**src/rtl/ctrl_pkg.sv**
```systemverilog
// Shared control-unit definitions: register select codes, bus-drive bit positions,
// and the store sequencer state encoding. The load sequencer uses the same codes.
package ctrl_pkg;
  localparam int SEL_W   = 6;
  localparam int NUM_SRC = 5;

  localparam logic [SEL_W-1:0] SEL_R0  = 6'd0;
  localparam logic [SEL_W-1:0] SEL_R1  = 6'd1;
  localparam logic [SEL_W-1:0] SEL_R2  = 6'd2;
  localparam logic [SEL_W-1:0] SEL_R3  = 6'd3;
  localparam logic [SEL_W-1:0] SEL_P0  = 6'd4;
  localparam logic [SEL_W-1:0] SEL_MAX = SEL_P0;

  // src_out_en bit index equals the select code of the register it drives
  localparam int SRC_R0_BIT = 0;
  localparam int SRC_R1_BIT = 1;
  localparam int SRC_R2_BIT = 2;
  localparam int SRC_R3_BIT = 3;
  localparam int SRC_P0_BIT = 4;

  typedef enum logic [2:0] {
    ST_IDLE,
    ST_ADDR,
    ST_DATA,
    ST_WRITE,
    ST_DONE
  } store_state_t;

  function automatic logic sel_legal(input logic [SEL_W-1:0] sel);
    return sel <= SEL_MAX;
  endfunction
endpackage

```
**src/rtl/reg_sel_decoder.sv**
```systemverilog
// Register select code to one-hot bus-drive enable. Illegal codes or a low enable
// produce an all-zero vector with valid low.
module reg_sel_decoder
  import ctrl_pkg::*;
(
  input  logic [SEL_W-1:0]   code,
  input  logic               en,
  output logic [NUM_SRC-1:0] onehot,
  output logic               valid
);
  assign valid = en && sel_legal(code);

  for (genvar i = 0; i < NUM_SRC; i++) begin : g_bit
    assign onehot[i] = valid && (code == SEL_W'(i));
  end
endmodule

```
**src/rtl/store_fsm.sv**
```systemverilog
// STORE sequencer, M[Regi] <= Regj: address reg -> MAR, data reg -> MDR, then a
// memory write cycle bounded by a timeout. All outputs are Moore-decoded.
module store_fsm
  import ctrl_pkg::*;
#(
  parameter int WR_TIMEOUT = 8,
  parameter int TO_W       = 4
) (
  input  logic               clk,
  input  logic               rst_n,
  input  logic               start,
  input  logic               abort,
  input  logic [SEL_W-1:0]   addr_sel,
  input  logic [SEL_W-1:0]   data_sel,
  input  logic               mem_ack,
  output logic [NUM_SRC-1:0] src_out_en,
  output logic               mar_in,
  output logic               mdr_bus_in,
  output logic               mdr_mem_out_en,
  output logic               en,
  output logic               rw,
  output logic               busy,
  output logic               done,
  output logic               err
);
  store_state_t     state_q, state_d;
  logic [SEL_W-1:0] addr_q, addr_d;
  logic [SEL_W-1:0] data_q, data_d;
  logic [TO_W-1:0]  timer_q, timer_d;
  logic             err_q, err_d;

  logic [SEL_W-1:0]   dec_code;
  logic               dec_en;
  logic [NUM_SRC-1:0] dec_onehot;
  logic               dec_valid;

  always_ff @(posedge clk or negedge rst_n) begin
    if (!rst_n) begin
      state_q <= ST_IDLE;
      addr_q  <= '0;
      data_q  <= '0;
      timer_q <= '0;
      err_q   <= 1'b0;
    end else begin
      state_q <= state_d;
      addr_q  <= addr_d;
      data_q  <= data_d;
      timer_q <= timer_d;
      err_q   <= err_d;
    end
  end

  always_comb begin
    state_d = state_q;
    addr_d  = addr_q;
    data_d  = data_q;
    timer_d = timer_q;
    err_d   = err_q;
    if (abort) begin
      state_d = ST_IDLE;
      err_d   = 1'b0;
    end else begin
      case (state_q)
        ST_IDLE: begin
          if (start) begin
            addr_d = addr_sel;
            data_d = data_sel;
            if (!sel_legal(addr_sel) || !sel_legal(data_sel)) begin
              err_d   = 1'b1;
              state_d = ST_DONE;
            end else begin
              err_d   = 1'b0;
              state_d = ST_ADDR;
            end
          end
        end
        ST_ADDR: state_d = ST_DATA;
        ST_DATA: begin
          timer_d = '0;
          state_d = ST_WRITE;
        end
        ST_WRITE: begin
          // an ack on the final allowed cycle still counts as success
          if (mem_ack) begin
            err_d   = 1'b0;
            state_d = ST_DONE;
          end else if (timer_q == TO_W'(WR_TIMEOUT - 1)) begin
            err_d   = 1'b1;
            state_d = ST_DONE;
          end else begin
            timer_d = timer_q + 1'b1;
          end
        end
        ST_DONE: state_d = ST_IDLE;
        default: state_d = ST_IDLE;
      endcase
    end
  end

  // One shared decoder: the captured address or data select drives the bus
  assign dec_code = (state_q == ST_DATA) ? data_q : addr_q;
  assign dec_en   = (state_q == ST_ADDR) || (state_q == ST_DATA);

  reg_sel_decoder u_dec (
    .code   (dec_code),
    .en     (dec_en),
    .onehot (dec_onehot),
    .valid  (dec_valid)
  );

  always_comb begin
    src_out_en     = dec_onehot;
    mar_in         = 1'b0;
    mdr_bus_in     = 1'b0;
    mdr_mem_out_en = 1'b0;
    en             = 1'b0;
    rw             = 1'b0;
    busy           = 1'b1;
    done           = 1'b0;
    err            = 1'b0;
    case (state_q)
      ST_IDLE:  busy = 1'b0;
      ST_ADDR:  mar_in = dec_valid;
      ST_DATA:  mdr_bus_in = dec_valid;
      ST_WRITE: begin
        en             = 1'b1;
        mdr_mem_out_en = 1'b1;
      end
      ST_DONE: begin
        done = 1'b1;
        err  = err_q;
      end
      default: busy = 1'b1;
    endcase
  end
endmodule

```
**config.mk**
```make
export PLATFORM = sky130hd
export DESIGN_NAME = store_fsm
export DESIGN_NICKNAME = d
export VERILOG_FILES = /design/src/rtl/ctrl_pkg.sv /design/src/rtl/reg_sel_decoder.sv /design/src/rtl/store_fsm.sv
export SDC_FILE = /design/constraint.sdc
export NUM_CORES = 1
export LEC_CHECK = 0
export CORE_AREA = 2 2 56 58
export DETAILED_ROUTE_END_ITERATION = 10
export DIE_AREA = 0 0 58 60
export PLACE_DENSITY = 0.72
export SLEW_MARGIN = 5
export SYNTH_ARGS = -nofsm -noshare
export SYNTH_HDL_FRONTEND = slang
export SYNTH_SLANG_ARGS = --single-unit
```
**constraint.sdc**
```tcl
create_clock -name clk -period 1.75 [get_ports clk]
set_input_delay 0.175 -clock clk [delete_from_list [all_inputs] [get_ports clk]]
set_output_delay 0.175 -clock clk [all_outputs]
set_load 0.005 [all_outputs]
```
== Word level (Yosys, flattened, before mapping) ==
Cells that the tools add are included.

* Input bits: 17
* Flip-flop bits (word level): 20
* Output and inout bits: 13

* Magnitude comparators: 3
* Eq/ne operators: 13
* Bitwise logic cells: 1
* Mux-type cells: 22
* Reduce and logical (&&, ||, !) cells: 18
* Add/subtract/negate cells: 1

{| class="wikitable"
|+ Operators by type and width
! cell !! count
|-
| $le 6x3->1 const B || 3
|-
| $mux 3 || 5
|-
| $eq 6x2->1 const B || 2
|-
| $pmux 3 s4 || 1
|-
| $mux 1 || 11
|-
| $mux 4 || 2
|-
| $pmux 4 s2 || 1
|-
| $eq 3x2->1 const B || 2
|-
| $eq 6x1->1 const B || 1
|-
| $eq 6x3->1 const B || 1
|-
| $logic_and 1x1->1 || 6
|-
| $logic_not 6->1 || 1
|-
| $mux 6 || 1
|-
| $reduce_and 3->1 || 2
|-
| $add 4x1->4 const B || 1
|-
| $eq 4x3->1 const B || 1
|-
| $ne 2x2->1 const B || 2
|-
| $ne 4x4->1 const B || 1
|-
| $reduce_and 4->1 || 1
|-
| $eq 3x1->1 const B || 1
|-
| $eq 3x3->1 const B || 1
|-
| $logic_not 3->1 || 1
|-
| $ne 3x3->1 const B || 1
|-
| $reduce_bool 3->1 || 1
|-
| other kinds (6) || 8
|}

== Depth between registers and ports, before layout ==
Gate-level depths: netlist of the first run.

* Depth in word-level cells: 7
* Depth in mapped cells: 6
* Gate-level depth less buffers: 5

== Hierarchy ==
From an unflattened synthesis of the first run, not the netlist that was laid out.

* Cells, all modules: 110
* Area total of the unflattened synthesis: 1183.6 µm²

{| class="wikitable"
|+ By module, submodules not included
! module !! cells an instance !! sequential area each (µm²) !! times used !! area each (µm²)
|-
| store_fsm || 99 || 500.5 || 1 || 1096.1
|-
| reg_sel_decoder || 11 || 0.0 || 1 || 87.6
|}

== Worst setup path after synthesis of the first run ==
Ideal clock, no wire load.

* Kind: reg-to-output
* From: register state_q[2]
* To: output mar_in
* Path buffers: 2
* Setup slack: 0.050 ns
* Stages on the path, launching flop included: 7
* Arrival time: 1.525 ns
* Cell sequence: dfrtp_1 -> buf_2 -> or3b_1 -> clkbuf_1 -> o21ai_0 -> nand2_1 -> a2111oi_2

* Cells in the longest elaborated chain, start to end: 5
* Elaborated cells between the ends (all ways): 7

{| class="wikitable"
|+ Ends and longest elaborated chain
! item !! RTL line !! RTL
|-
| start, declared || store_fsm.sv:26 || <nowiki>store_state_t state_q, state_d;</nowiki>
|-
| start signal, assigned || store_fsm.sv:45 || <nowiki>state_q <= state_d;</nowiki>
|-
| $eq 3x2->1 || store_fsm.sv:101, store_fsm.sv:102 ||
|-
| $mux 6 || store_fsm.sv:101 || <nowiki>assign dec_code = (state_q == ST_DATA) ? data_q : addr_q;</nowiki>
|-
| $le 6x3->1 || ctrl_pkg.sv:30 || <nowiki>return sel <= SEL_MAX;</nowiki>
|-
| $logic_and 1x1->1 || reg_sel_decoder.sv:11 || <nowiki>assign valid = en && sel_legal(code);</nowiki>
|-
| $mux 1 (*) || store_fsm.sv:121 || <nowiki>case (state_q)</nowiki>
|-
| end, declared || store_fsm.sv:17 || <nowiki>output logic mar_in,</nowiki>
|}

Mark *: on every way between the ends. The rest lies on a longest branch, timed or not.

== Final worst setup path of the first run ==
* From: register state_q[0]
* To: output mar_in

Same word-level chain as after synthesis.

==> results of run 1 <==
-- routing by layer --
metal | up-vias | GRT usage, % | part of all wire (%) | wire (um)
met5 | - | 0 | 0 | 0
met4 | 0 | 8.31 | 1.8 | 61
met3 | 12 | 2.81 | 3.0 | 100
met2 | 34 | 33.0 | 54 | 1820
met1 | 608 | 23.2 | 41 | 1390
li1 | 576 | - | - | -
-- registers in the layout, indices dropped and copies added (netlist names) --
name	count
addr_q	6
err_q	1
data_q	6
timer_q	4
state_q	3
-- cell usage after synthesis --
| master | number |
|---|---|
| a2111oi_2 | 1 |
| a21oi_1 | 6 |
| a22o_1 | 5 |
| a31oi_1 | 1 |
| a32o_1 | 1 |
| and2_1 | 2 |
| and3_1 | 1 |
| and3b_1 | 2 |
| buf_2 | 3 |
| buf_4 | 2 |
| clkbuf_1 | 4 |
| conb_1 | 1 |
| dfrtp_1 | 20 |
| ha_1 | 1 |
| inv_1 | 4 |
| mux2_1 | 7 |
| mux2_2 | 6 |
| nand2_1 | 5 |
| nand2b_1 | 3 |
| nand3_1 | 3 |
| nand3b_1 | 5 |
| nand4_1 | 1 |
| nor2_1 | 6 |
| nor3_1 | 7 |
| nor3b_1 | 1 |
| nor3b_2 | 1 |
| nor4_1 | 1 |
| o21a_1 | 1 |
| o21ai_0 | 8 |
| o21ai_1 | 2 |
| o221ai_1 | 1 |
| o22ai_1 | 1 |
| o31ai_1 | 1 |
| o41ai_1 | 2 |
| or2_2 | 1 |
| or3_1 | 3 |
| or3b_1 | 2 |
| or4_1 | 1 |
-- power groups by stage --
stage,logic [mW],clock network (mW),registers [mW]
finish,0.350,0.214,0.561
CTS,0.281,0.221,0.556
global placement,0.240,0,0.558
global route,0.375,0.243,0.568
detailed placement,0.249,0,0.560
floorplan,0.113,0,0.559
-- worst max path at each step --
stage / startpoint / end / slack, ns / depth (start not counted)
floorplan: state_q[2] / mar_in / 0.05 / 6
global placement: state_q[0] / mar_in / -0.29 / 5
detailed placement: state_q[0] / mar_in / -0.33 / 5
CTS: state_q[2] / mar_in / -0.32 / 6
global route: state_q[0] / mar_in / -0.41 / 6
finish: state_q[0] / mar_in / -0.30 / 6
-- metrics by stage --
step	setup TNS (ns)	util, %	worst slack, ns
after floorplan	0	-	0.0503
after global placement	-1.52	55.9	-0.289
after detailed placement	-1.88	55.9	-0.326
after CTS	-1.74	62.4	-0.317
after global routing	-2.88	68.2	-0.406
final	-1.59	68.2	-0.304
-- layout make-up --
cell class | instances | share of cell area, %
Tap cell | 33 | 2.08
Clock buffer | 3 | 1.14
Timing Repair Buffer | 67 | 29.7
Inverter | 4 | 0.758
Multi-Input combinational cell | 90 | 41.1
Sequential cell | 20 | 25.3
-- layout by cell type (no fill, tap or decap), types with 3 or more instances in the layout --
master / instances
dfrtp_1: 20
a21oi_2: 4
buf_6: 10
mux2_2: 6
buf_2: 5
dlygate4sd2_1: 3
a22o_1: 5
o21ai_0: 6
nand2b_1: 3
nor2_1: 4
nor3_4: 3
nor3_1: 3
nand2_2: 3
clkbuf_4: 3
nand3_1: 3
buf_4: 27
nand3b_1: 5
clkbuf_2: 3
mux2_4: 7
clkdlybuf4s50_1: 16
inv_1: 4
-- logic make-up after synthesis --
| logic type | count (synthesis) |
|---|---|
| buffers and inverters | 13 |
| multiplexers | 13 |
| adder cells (fa/ha/maj) | 1 |
| flip-flops | 20 |
| AO/OA/AOI/OAI | 30 |
| AND/OR/NAND/NOR | 45 |
| other | 1 |
-- worst register-to-register path: cells and delay by family (launching register included) --
family / cells / cell delay [ns]
buffers and inverters: 2 / 0.26
AO/OA/AOI/OAI: 2 / 0.27
AND/OR/NAND/NOR: 2 / 0.79
flip-flops: 1 / 0.41
-- repair_timing --
action | CTS | global route
hold buffers | 0 | 0
pin swaps | 9 | 9
gates resized for setup | 52 | 38
setup endpoints to repair | 13 | 13
buffers inserted | 12 | 8
==> flow_summary.json, run 1 <==
{
  "startpoint_type": "flip-flop",
  "period_needed_ns": 2.05,
  "synth_area_leader_cell": "dfrtp_1",
  "core_mm2": 0.00290,
  "track_usage_pct": 18.9,
  "r2r_end": "timer_q[3]",
  "hold_violations": 0,
  "postRouteAntennaNets": 0,
  "initial_core_util_pct": 41.1,
  "io_pins": 30,
  "cts.sinks": 20,
  "hold_ws_ns": 0.207,
  "worstRegToRegCells": 6,
  "cp_cell_sequence": "or3b_4, buf_6, o21ai_2, nand2_2, a2111oi_4, buf_2",
  "p_per_area_mw_per_mm2": 567,
  "synth_top_family_by_area": "simple AND/OR/NAND/NOR gates",
  "synth_cells": 123,
  "cp_top_family": "simple AND/OR/NAND/NOR gates",
  "run_status": "finished, violations left",
  "grt_pass1_vias": 1172,
  "setup_ws_ns": -0.304,
  "synthAdderAreaFrac_pct": 1.05,
  "die_area_mm2": 0.00348,
  "dp_cells": 194,
  "cp_num_buf_inv": 2,
  "synth-seq-cells": 20,
  "synth.area.top_cells": "dfrtp_1 42%, mux2_1 6.6%, mux2_2 5.7%, a22o_1 3.7%, o21ai_0 3.4%",
  "p_sw_uw": 317,
  "finalPower_mw": 1.12,
  "io_buffer_count": 28,
  "failed_checks": "negative setup slack",
  "cp_slowest_cell": "or3b_4",
  "synth.top_cell.area_share_pct": 42.0,
  "die_x_um": 58,
  "first_pass_iters": 4,
  "p_clk_share_pct": 19.0,
  "critPathArrivalTime_ns": 1.88,
  "syn-mean-instance-area_um2": 9.69,
  "path_max_fanout": 3,
  "yosys.area_share.simple_pct": 22.4,
  "grt_pass1_wl_um": 5050,
  "synth-seq-area-share_pct": 42.0,
  "finalSetupViolations": 9,
  "fin_area_mm2": 0.00198,
  "vdd_drop_max_v": 0.000448,
  "report.final.slew_viol_count": 0,
  "grt_setup_unrepaired": "true",
  "syn-num-nets": 141,
  "cts_tree": "yes",
  "required_ns": 1.57,
  "p_int_uw": 807,
  "leakagePower_nw": 0.893,
  "area_growth_syn_to_layout_pct": 66.1,
  "drc": 0,
  "worst_setup_path_end_kind": "primary output",
  "p_sw_share_pct": 28.2,
  "fin_crit_sh_pct": 117,
  "syn_area_mm2": 0.00119,
  "drt_iter0_markers": 32,
  "rows": 20,
  "synthMuxAreaShare_pct": 12.3,
  "clock.fmax_mhz": 487,
  "synthXorXnorAreaFrac_pct": 0,
  "via_per_inst": 5.67,
  "antenna_found_initial": 0,
  "dp_hpwl_um": 2120,
  "pwr-share-seq_pct": 49.9,
  "fill_cells": 215,
  "wl_per_cell_um": 15.5,
  "routed_wl_um": 3370,
  "ys_warn_count": 0,
  "cts_root_buffer": "clkbuf_4",
  "reg2reg_from": "state_q[2]",
  "yosysUniqueCellTypes": 38,
  "fp.dieH_um": 60,
  "cts_inserted_buffers": 3,
  "drv_cap": 0,
  "drive_gt1_share_pct": 50.0,
  "diodes": 0,
  "rrSetupSlack_ns": -0.04,
  "htreeDepth": 1,
  "clkTransAtPathRegs_ns": 0.11,
  "critPathMaxStageDelay_ns": 0.43,
  "clockBufferDepth": 2,
  "multi_input_area_um2": 813,
  "placed_area_mm2": 0.00162,
  "final.setup_skew_ns": 0.00521,
  "gp_congestion": 0.778,
  "overflow": 0,
  "p_comb_share_pct": 31.1,
  "vias": 1230,
  "hold_path.class": "in2async",
  "clk_latency_ns": 0.29,
  "fin_nets": 204,
  "grt_max_degree": 21,
  "path_class": "reg2out",
  "regArea_um2": 500,
  "synth-compound-area-share_pct": 17.0,
  "final_cells": 217
}
(Power assumes the default switching activity.)
==> inputs of run 2 (changes only) <==
Settings changed: RECOVER_POWER from default to 100, TNS_END_PERCENT from default to 5.
==> flow_summary.json, run 2 (same netlist as run 1, synthesis figures left out) <==
{
  "clock.fmax_mhz": 485,
  "wl_per_cell_um": 14.8,
  "cts.sinks": 20,
  "grt_max_degree": 21,
  "hold_path.class": "reg2reg",
  "antenna_found_initial": 0,
  "die_x_um": 58,
  "critPathArrivalTime_ns": 1.89,
  "worstRegToRegCells": 5,
  "leakagePower_nw": 0.759,
  "tightest_slew_ns": 1.08,
  "final_common_cell": "buf_4",
  "worst_setup_path_end_kind": "primary output",
  "reg2reg_from": "state_q[2]",
  "io_buffer_count": 28,
  "dp_cells": 194,
  "gp_congestion": 0.778,
  "first_pass_iters": 4,
  "final.setup_skew_ns": 0.00659,
  "layout_common_cells": "21 x buf_4, 20 x dfrtp_1, 19 x clkdlybuf4s50_1",
  "path_max_fanout": 3,
  "dp_hpwl_um": 2120,
  "postRouteAntennaNets": 0,
  "drt_iter0_markers": 11,
  "multi_input_area_um2": 728,
  "htreeDepth": 1,
  "failed_checks": "negative setup slack",
  "fill_cells": 246,
  "rows": 20,
  "grt_pass1_wl_um": 4880,
  "startpoint_type": "flip-flop",
  "area_growth_syn_to_layout_pct": 52.2,
  "fin_nets": 193,
  "slew_headroom_pct": 28.3,
  "drc": 0,
  "rrSetupSlack_ns": -0.03,
  "cts_tree": "yes",
  "finalPower_mw": 1.07,
  "routed_wl_um": 3040,
  "io_pins": 30,
  "hold_depth": 1,
  "worstHoldStart": "addr_q[4]",
  "dp_worst_setup_slack_ns": -0.326,
  "core_mm2": 0.00290,
  "drv_cap": 0,
  "hold_ws_ns": 0.496,
  "die_area_mm2": 0.00348,
  "report.final.slew_viol_count": 0,
  "diodes": 0,
  "path_class": "reg2out",
  "overflow": 0,
  "hold_violations": 0,
  "regArea_um2": 500,
  "track_usage_pct": 18.2,
  "cts_root_buffer": "clkbuf_4",
  "fp.dieH_um": 60,
  "p_per_area_mw_per_mm2": 589,
  "finalSetupViolations": 13,
  "vias": 1157,
  "required_ns": 1.57,
  "vdd_drop_max_v": 0.000432,
  "clockBufferDepth": 2,
  "fin_crit_sh_pct": 118,
  "whs_endpoint": "addr_q[4]",
  "initial_core_util_pct": 41.1,
  "grt_pass1_vias": 1134,
  "grt_setup_unrepaired": "true",
  "run_status": "finished, violations left",
  "period_needed_ns": 2.06,
  "drive_gt1_share_pct": 35.8,
  "final_cells": 206,
  "setup_ws_ns": -0.311,
  "top_regs": "addr_q: 6 flops, data_q: 6 flops, timer_q: 4 flops",
  "via_per_inst": 5.62,
  "r2r_end": "timer_q[3]",
  "clk_latency_ns": 0.29,
  "clkTransAtPathRegs_ns": 0.10,
  "cts_inserted_buffers": 3
}
run 2: cell count changes in the layout (fill, tap and decap cells not counted), sizes merged:
cell and delta:
buf -14, clkbuf -2, clkdlybuf4s15 +3, clkdlybuf4s50 +3, dlygate4sd2 -2, dlygate4sd3 +1
run 2: routing by layer:
| metal | wire length [um] | track usage [%] |
|---|---|---|
| met5 | 0 | 0 |
| met3 | 92 | 3.25 |
| met4 | 42 | 7.97 |
| met1 | 1260 | 22.1 |
| met2 | 1650 | 31.8 |
run 2: layout make-up:
type,instances,area share [%]
multi-input combinational,90,40.1
sequential,20,27.6
inverter,4,0.828
timing repair buffer,56,27.9
tap,33,2.28
clock buffer,3,1.24
run 2: metrics by stage:
| step | TNS, ns | util, % | instance area (um2) |
|---|---|---|---|
| detailed placement | -1.88 | 55.9 | 1620 |
| CTS | -1.93 | 60.9 | 1770 |
| finish | -2.02 | 62.5 | 1810 |
| global route | -3.52 | 62.5 | 1810 |
| global placement | -1.52 | 55.9 | 1620 |
| floorplan | 0 | - | 1190 |
run 2: worst max path at each step:
stage                     from      to  slack (ns)  depth (start not counted)
CTS                 state_q[2]  mar_in       -0.32                          6
detailed placement  state_q[0]  mar_in       -0.33                          5
finish              state_q[0]  mar_in       -0.31                          6
global route        state_q[0]  mar_in       -0.42                          6
global placement    state_q[0]  mar_in       -0.29                          5
floorplan           state_q[2]  mar_in        0.05                          6
run 2: power by group:
part / switching [mW] / leakage [nW] / internal, mW
sequential: 0.0432 / 0.251 / 0.520
combinational: 0.125 / 0.495 / 0.165
clock: 0.135 / 0.0138 / 0.0800
run 2: timing repair:
item	4_1_cts	5_1_grt
pin swaps	8	4
hold buffers	0	0
hold endpoints to repair	0	0
setup endpoints to repair	13	15
resized for setup	48	7
buffers inserted	7	2
run 2: critical path: stages, from the launching register on:
cell and delay [ns]:
dfrtp_1 0.41, or3b_4 0.42, buf_6 0.14, o21ai_4 0.05, nand2_2 0.10, a2111oi_4 0.30, buf_2 0.17
==> inputs of run 3 (changes only) <==
Settings changed: ABC_AREA from default to 0.
==> results of run 3 <==
No change in the layout: final DEF, timing and power equal those of run 2.
==> patch 1 (settings of run 1) <==
Put a register stage on the output `err`, cleared by the reset. The value now appears one clock later. The other outputs are not delayed to match.
--- a/src/rtl/store_fsm.sv
+++ b/src/rtl/store_fsm.sv
@@ -23,6 +23,8 @@
   output logic               done,
   output logic               err
 );
+
+  logic err_c;
   store_state_t     state_q, state_d;
   logic [SEL_W-1:0] addr_q, addr_d;
   logic [SEL_W-1:0] data_q, data_d;
@@ -117,7 +119,7 @@
     rw             = 1'b0;
     busy           = 1'b1;
     done           = 1'b0;
-    err            = 1'b0;
+    err_c          = 1'b0;
     case (state_q)
       ST_IDLE:  busy = 1'b0;
       ST_ADDR:  mar_in = dec_valid;
@@ -128,10 +130,18 @@
       end
       ST_DONE: begin
         done = 1'b1;
-        err  = err_q;
+        err_c = err_q;
       end
       default: busy = 1'b1;
     endcase
   end
+  always_ff @(posedge clk or negedge rst_n) begin
+    if (!rst_n) begin
+      err <= '0;
+    end else begin
+      err <= err_c;
+    end
+  end
+
 endmodule
 
Check against the original RTL: not equivalent (a bounded check fails within 4 cycles, from zero or initial values and one cycle with rst_n low).
==> patch 1 against run 1 <==
The run still ends with negative setup slack left; wire length shrank 5.6%; count of clock-buffer cells in the layout grew 1; hold slack gained 0.016 ns; cell area shrank 5.8%; critical path type is now flip-flop to flip-flop; setup slack lost 0.11 ns; critical path depth is the same; register-to-register slack lost 0.38 ns; sequential cell count grew 1; synthesized area shrank 2.7%; power grew 1.7%; clock skew grew 0.0018 ns.
==> patch 1: results <==
{
  "status": "finished with violations",
  "violations": "negative setup slack",
  "netlist_top_cells_count": "dfrtp_1, mux2_2, nor2_1",
  "yosysUniqueCellTypes": 41,
  "crit_arrival_ns": 2.40,
  "final_nets": 194,
  "fillCellCount": 239,
  "clkTransAtPathRegs_ns": 0.12,
  "place_area_um2": 1658,
  "cap_viol_max_count": 0,
  "drive_gt1_share_pct": 49.71,
  "regArea_um2": 528.0,
  "dr.pass1.iters": 4,
  "worstSetupStartpoint": "state_q[2]$_DFFE_PN0P_",
  "drt_iter0_drc": 12,
  "crit_path_max_fanout": 6,
  "power_leakage_nw": 0.8293,
  "grt_usage_pct": 19.62,
  "routed_wl_mm": 3.175,
  "worstHoldPathType": "input pin to async pin",
  "synth_top_cells_by_area": "dfrtp_1, mux2_2, nor2_1, nand3_1, buf_4",
  "grt_antenna_before_repair": 0,
  "grt_pass1_wl_mm": 5.154,
  "insertion_delay_ns": 0.29,
  "vdd_drop_max_mv": 0.4537,
  "ctsHtreeMaxLevel": 1,
  "grt_max_degree": 22,
  "largestRegisters": "addr_q (6), data_q (6), timer_q (4)",
  "syn_nets": 133,
  "skew_ns": 0.007010,
  "synthArstFlopShare_pct": 100.0,
  "layout_setup_ws_ns": -0.4190,
  "cts_root_buf": "clkbuf_4",
  "place.port_buffers": 28,
  "vias": 1097,
  "synth-seq-area-share_pct": 45.31,
  "routabilityCongestion": 0.8212,
  "setup_viol": 9,
  "post-dp-hpwl_mm": 2.196,
  "cts_max_path_buffers": 2,
  "cts_buffers": 3,
  "yosysWarningCount": 0,
  "synth_ff_type": "dfrtp_1",
  "n_antenna_cell": 0
}
patch 1: layout make-up:
cell class,count,share of cell area (%)
Multi-Input combinational cell,83,38.63
Timing Repair Buffer,63,28.64
Sequential cell,21,28.30
Tap cell,33,2.213
Clock buffer,4,1.408
Inverter,4,0.8048
patch 1: power by group:
| part | internal (mW) | total (mW) | leakage (nW) | switching (mW) |
|---|---|---|---|---|
| Sequential | 0.548 | 0.591 | 0.260 | 0.0424 |
| Combinational | 0.184 | 0.320 | 0.554 | 0.136 |
| Clock | 0.0885 | 0.233 | 0.0150 | 0.144 |
patch 1: metrics by stage:
step	hold slack (ns)	std cells	TNS, ns	setup slack [ns]
floorplan	-0.1206	115	0	0.03264
global placement	0.4804	196	-3.262	-0.4768
detailed placement	0.4897	196	-3.609	-0.5323
CTS	0.2215	207	-2.377	-0.3422
global route	0.2239	208	-3.583	-0.4664
finish	0.2226	208	-2.746	-0.4190
patch 1: path summary, 6_finish.rpt:
check / to / slack, ns / cells after the start
min in group clk: data_q[2]$_DFFE_PN0P_ / 0.52 / 2
max reg2reg: timer_q[3]$_DFFE_PN0P_ / -0.42 / 6
max: timer_q[3]$_DFFE_PN0P_ / -0.42 / 6
min reg2reg: data_q[3]$_DFFE_PN0P_ / 0.52 / 1
max in group asynchronous: state_q[2]$_DFFE_PN0P_ / 1.29 / 2
min: state_q[1]$_DFFE_PN0P_ / 0.22 / 2
patch 1: metal layers:
| metal | up-vias | routed length [µm] | GRT usage [%] |
|---|---|---|---|
| met5 | - | 0 | 0 |
| met4 | 0 | 50 | 5.648 |
| met3 | 6 | 114 | 3.030 |
| met2 | 29 | 1699 | 35.88 |
| met1 | 525 | 1310 | 23.82 |
| li1 | 537 | - | - |
patch 1: kinds of logic (layout without fill, tap and decap cells):
| kind of cell | after synthesis | in the layout | share of synthesized area [%] |
|---|---|---|---|
| AO/OA/AOI/OAI | 18 | 18 | 10.03 |
| adder cells (fa/ha/maj) | 1 | 1 | 1.079 |
| buffers and inverters | 11 | 71 | 5.070 |
| flip-flops | 21 | 21 | 45.31 |
| multiplexers | 13 | 13 | 12.51 |
| other | 1 | 1 | 0.3233 |
| AND/OR/NAND/NOR | 50 | 50 | 25.68 |
patch 1: worst max-delay path, cell delays in order, from the launching register on:
cell and delay (ns):
dfrtp_2 0.47, buf_4 0.15, buf_6 0.12, or2_4 0.23, or4_4 0.53, or4_4 0.53, nand2_2 0.09
patch 1: repair_timing:
item                                    in CTS  in global routing
endpoints found under the setup margin      12                 15
resized for setup                           62                 17
hold buffers                                 0                  0
pin swaps                                   13                 10
setup buffers                                7                  2
==> patch 2 (settings of run 1) <==
Made on the original files. The package constant `NUM_SRC` goes from 5 to 10.
--- a/src/rtl/ctrl_pkg.sv
+++ b/src/rtl/ctrl_pkg.sv
@@ -2,7 +2,7 @@
 // and the store sequencer state encoding. The load sequencer uses the same codes.
 package ctrl_pkg;
   localparam int SEL_W   = 6;
-  localparam int NUM_SRC = 5;
+  localparam int NUM_SRC = 10;
 
   localparam logic [SEL_W-1:0] SEL_R0  = 6'd0;
   localparam logic [SEL_W-1:0] SEL_R1  = 6'd1;
Interface: changed (resized src_out_en); port bits go from 30 to 35. The function was not compared with the original's and may differ.
==> patch 2 against run 1 <==
The flow still finishes with violations (negative setup slack); synthesized area up 0.94%; sequential cell count did not move; utilization fell by 8.4 points; non-clock buffer count down 13; cell area decreased by 12%; via count fell by 11%; wire length fell by 14%; setup slack got worse by 0.024 ns; clock skew is 0.0022 ns lower; power is 3.4% lower; fmax decreased by 1.1%; critical path type unchanged; largest cell class unchanged.
==> patch 2: results <==
{
  "synthMuxAreaShare_pct": 12.06,
  "wl_met2_mm": 1.613,
  "setup_viol": 7,
  "drt_iter0_drc": 25,
  "synth_top_cells_by_area": "dfrtp_1, mux2_2, o21ai_0, buf_4, nand2_1",
  "status": "finished with violations",
  "grt_pass1_vias": 1157,
  "fin_setup_tns_ns": -1.557,
  "area.share.sequential_pct": 28.80,
  "clk_share_pct": 2.088,
  "synthAdderAreaFrac_pct": 1.040,
  "power_leakage_nw": 0.7778,
  "bufAreaShareNonClock_pct": 26.57,
  "design.seq.count": 20,
  "nNonClkBuffers": 54,
  "fin_cells": 204,
  "routabilityCongestion": 0.8470,
  "netlist_instances": 120,
  "comb.multi_input.count": 89,
  "met1_length_mm": 1.183,
  "critical_path.top_delay_family": "buffers and inverters",
  "grt_usage_pct": 17.76,
  "placed_cells": 186,
  "synth-seq-area-share_pct": 41.58,
  "slowest_stage": "dfrtp_1",
  "layout_setup_ws_ns": -0.3278,
  "skew_ns": 0.003019,
  "grtUsageMet2_pct": 33.44,
  "violations": "negative setup slack",
  "routed_via_density": 5.387,
  "synth_compound_area_share_pct": 13.62,
  "pre_cts_slack_ns": -0.3195
}
patch 2: cell count changes in the layout (fill, tap and decap cells not counted), sizes merged, moves of 3 or more:
cell	change
nand2	+4
conb	+5
nor3	-4
a22o	-5
o21ai	+3
buf	-11
patch 2: timing repair:
item	CTS	global route
cloned	0	0
pin swaps	9	6
endpoints found under the setup margin	12	11
resized for setup	44	15
setup buffers	12	3
patch 2: path summary, 6_finish.rpt:
kind / from / slack (ns) / to / cells after the start
worst max-delay path: state_q[0]$_DFFE_PN0P_ / -0.33 / src_out_en[3] / 8
worst min-delay path: rst_n / 0.20 / timer_q[0]$_DFFE_PN0P_ / 2
worst max register to register: timer_q[0]$_DFFE_PN0P_ / 0.05 / timer_q[2]$_DFFE_PN0P_ / 5
worst min register to register: timer_q[0]$_DFFE_PN0P_ / 0.53 / timer_q[0]$_DFFE_PN0P_ / 1
max in group asynchronous: rst_n / 1.34 / addr_q[1]$_DFFE_PN0P_ / 2
min in group clk: addr_sel[3] / 0.51 / addr_q[3]$_DFFE_PN0P_ / 2
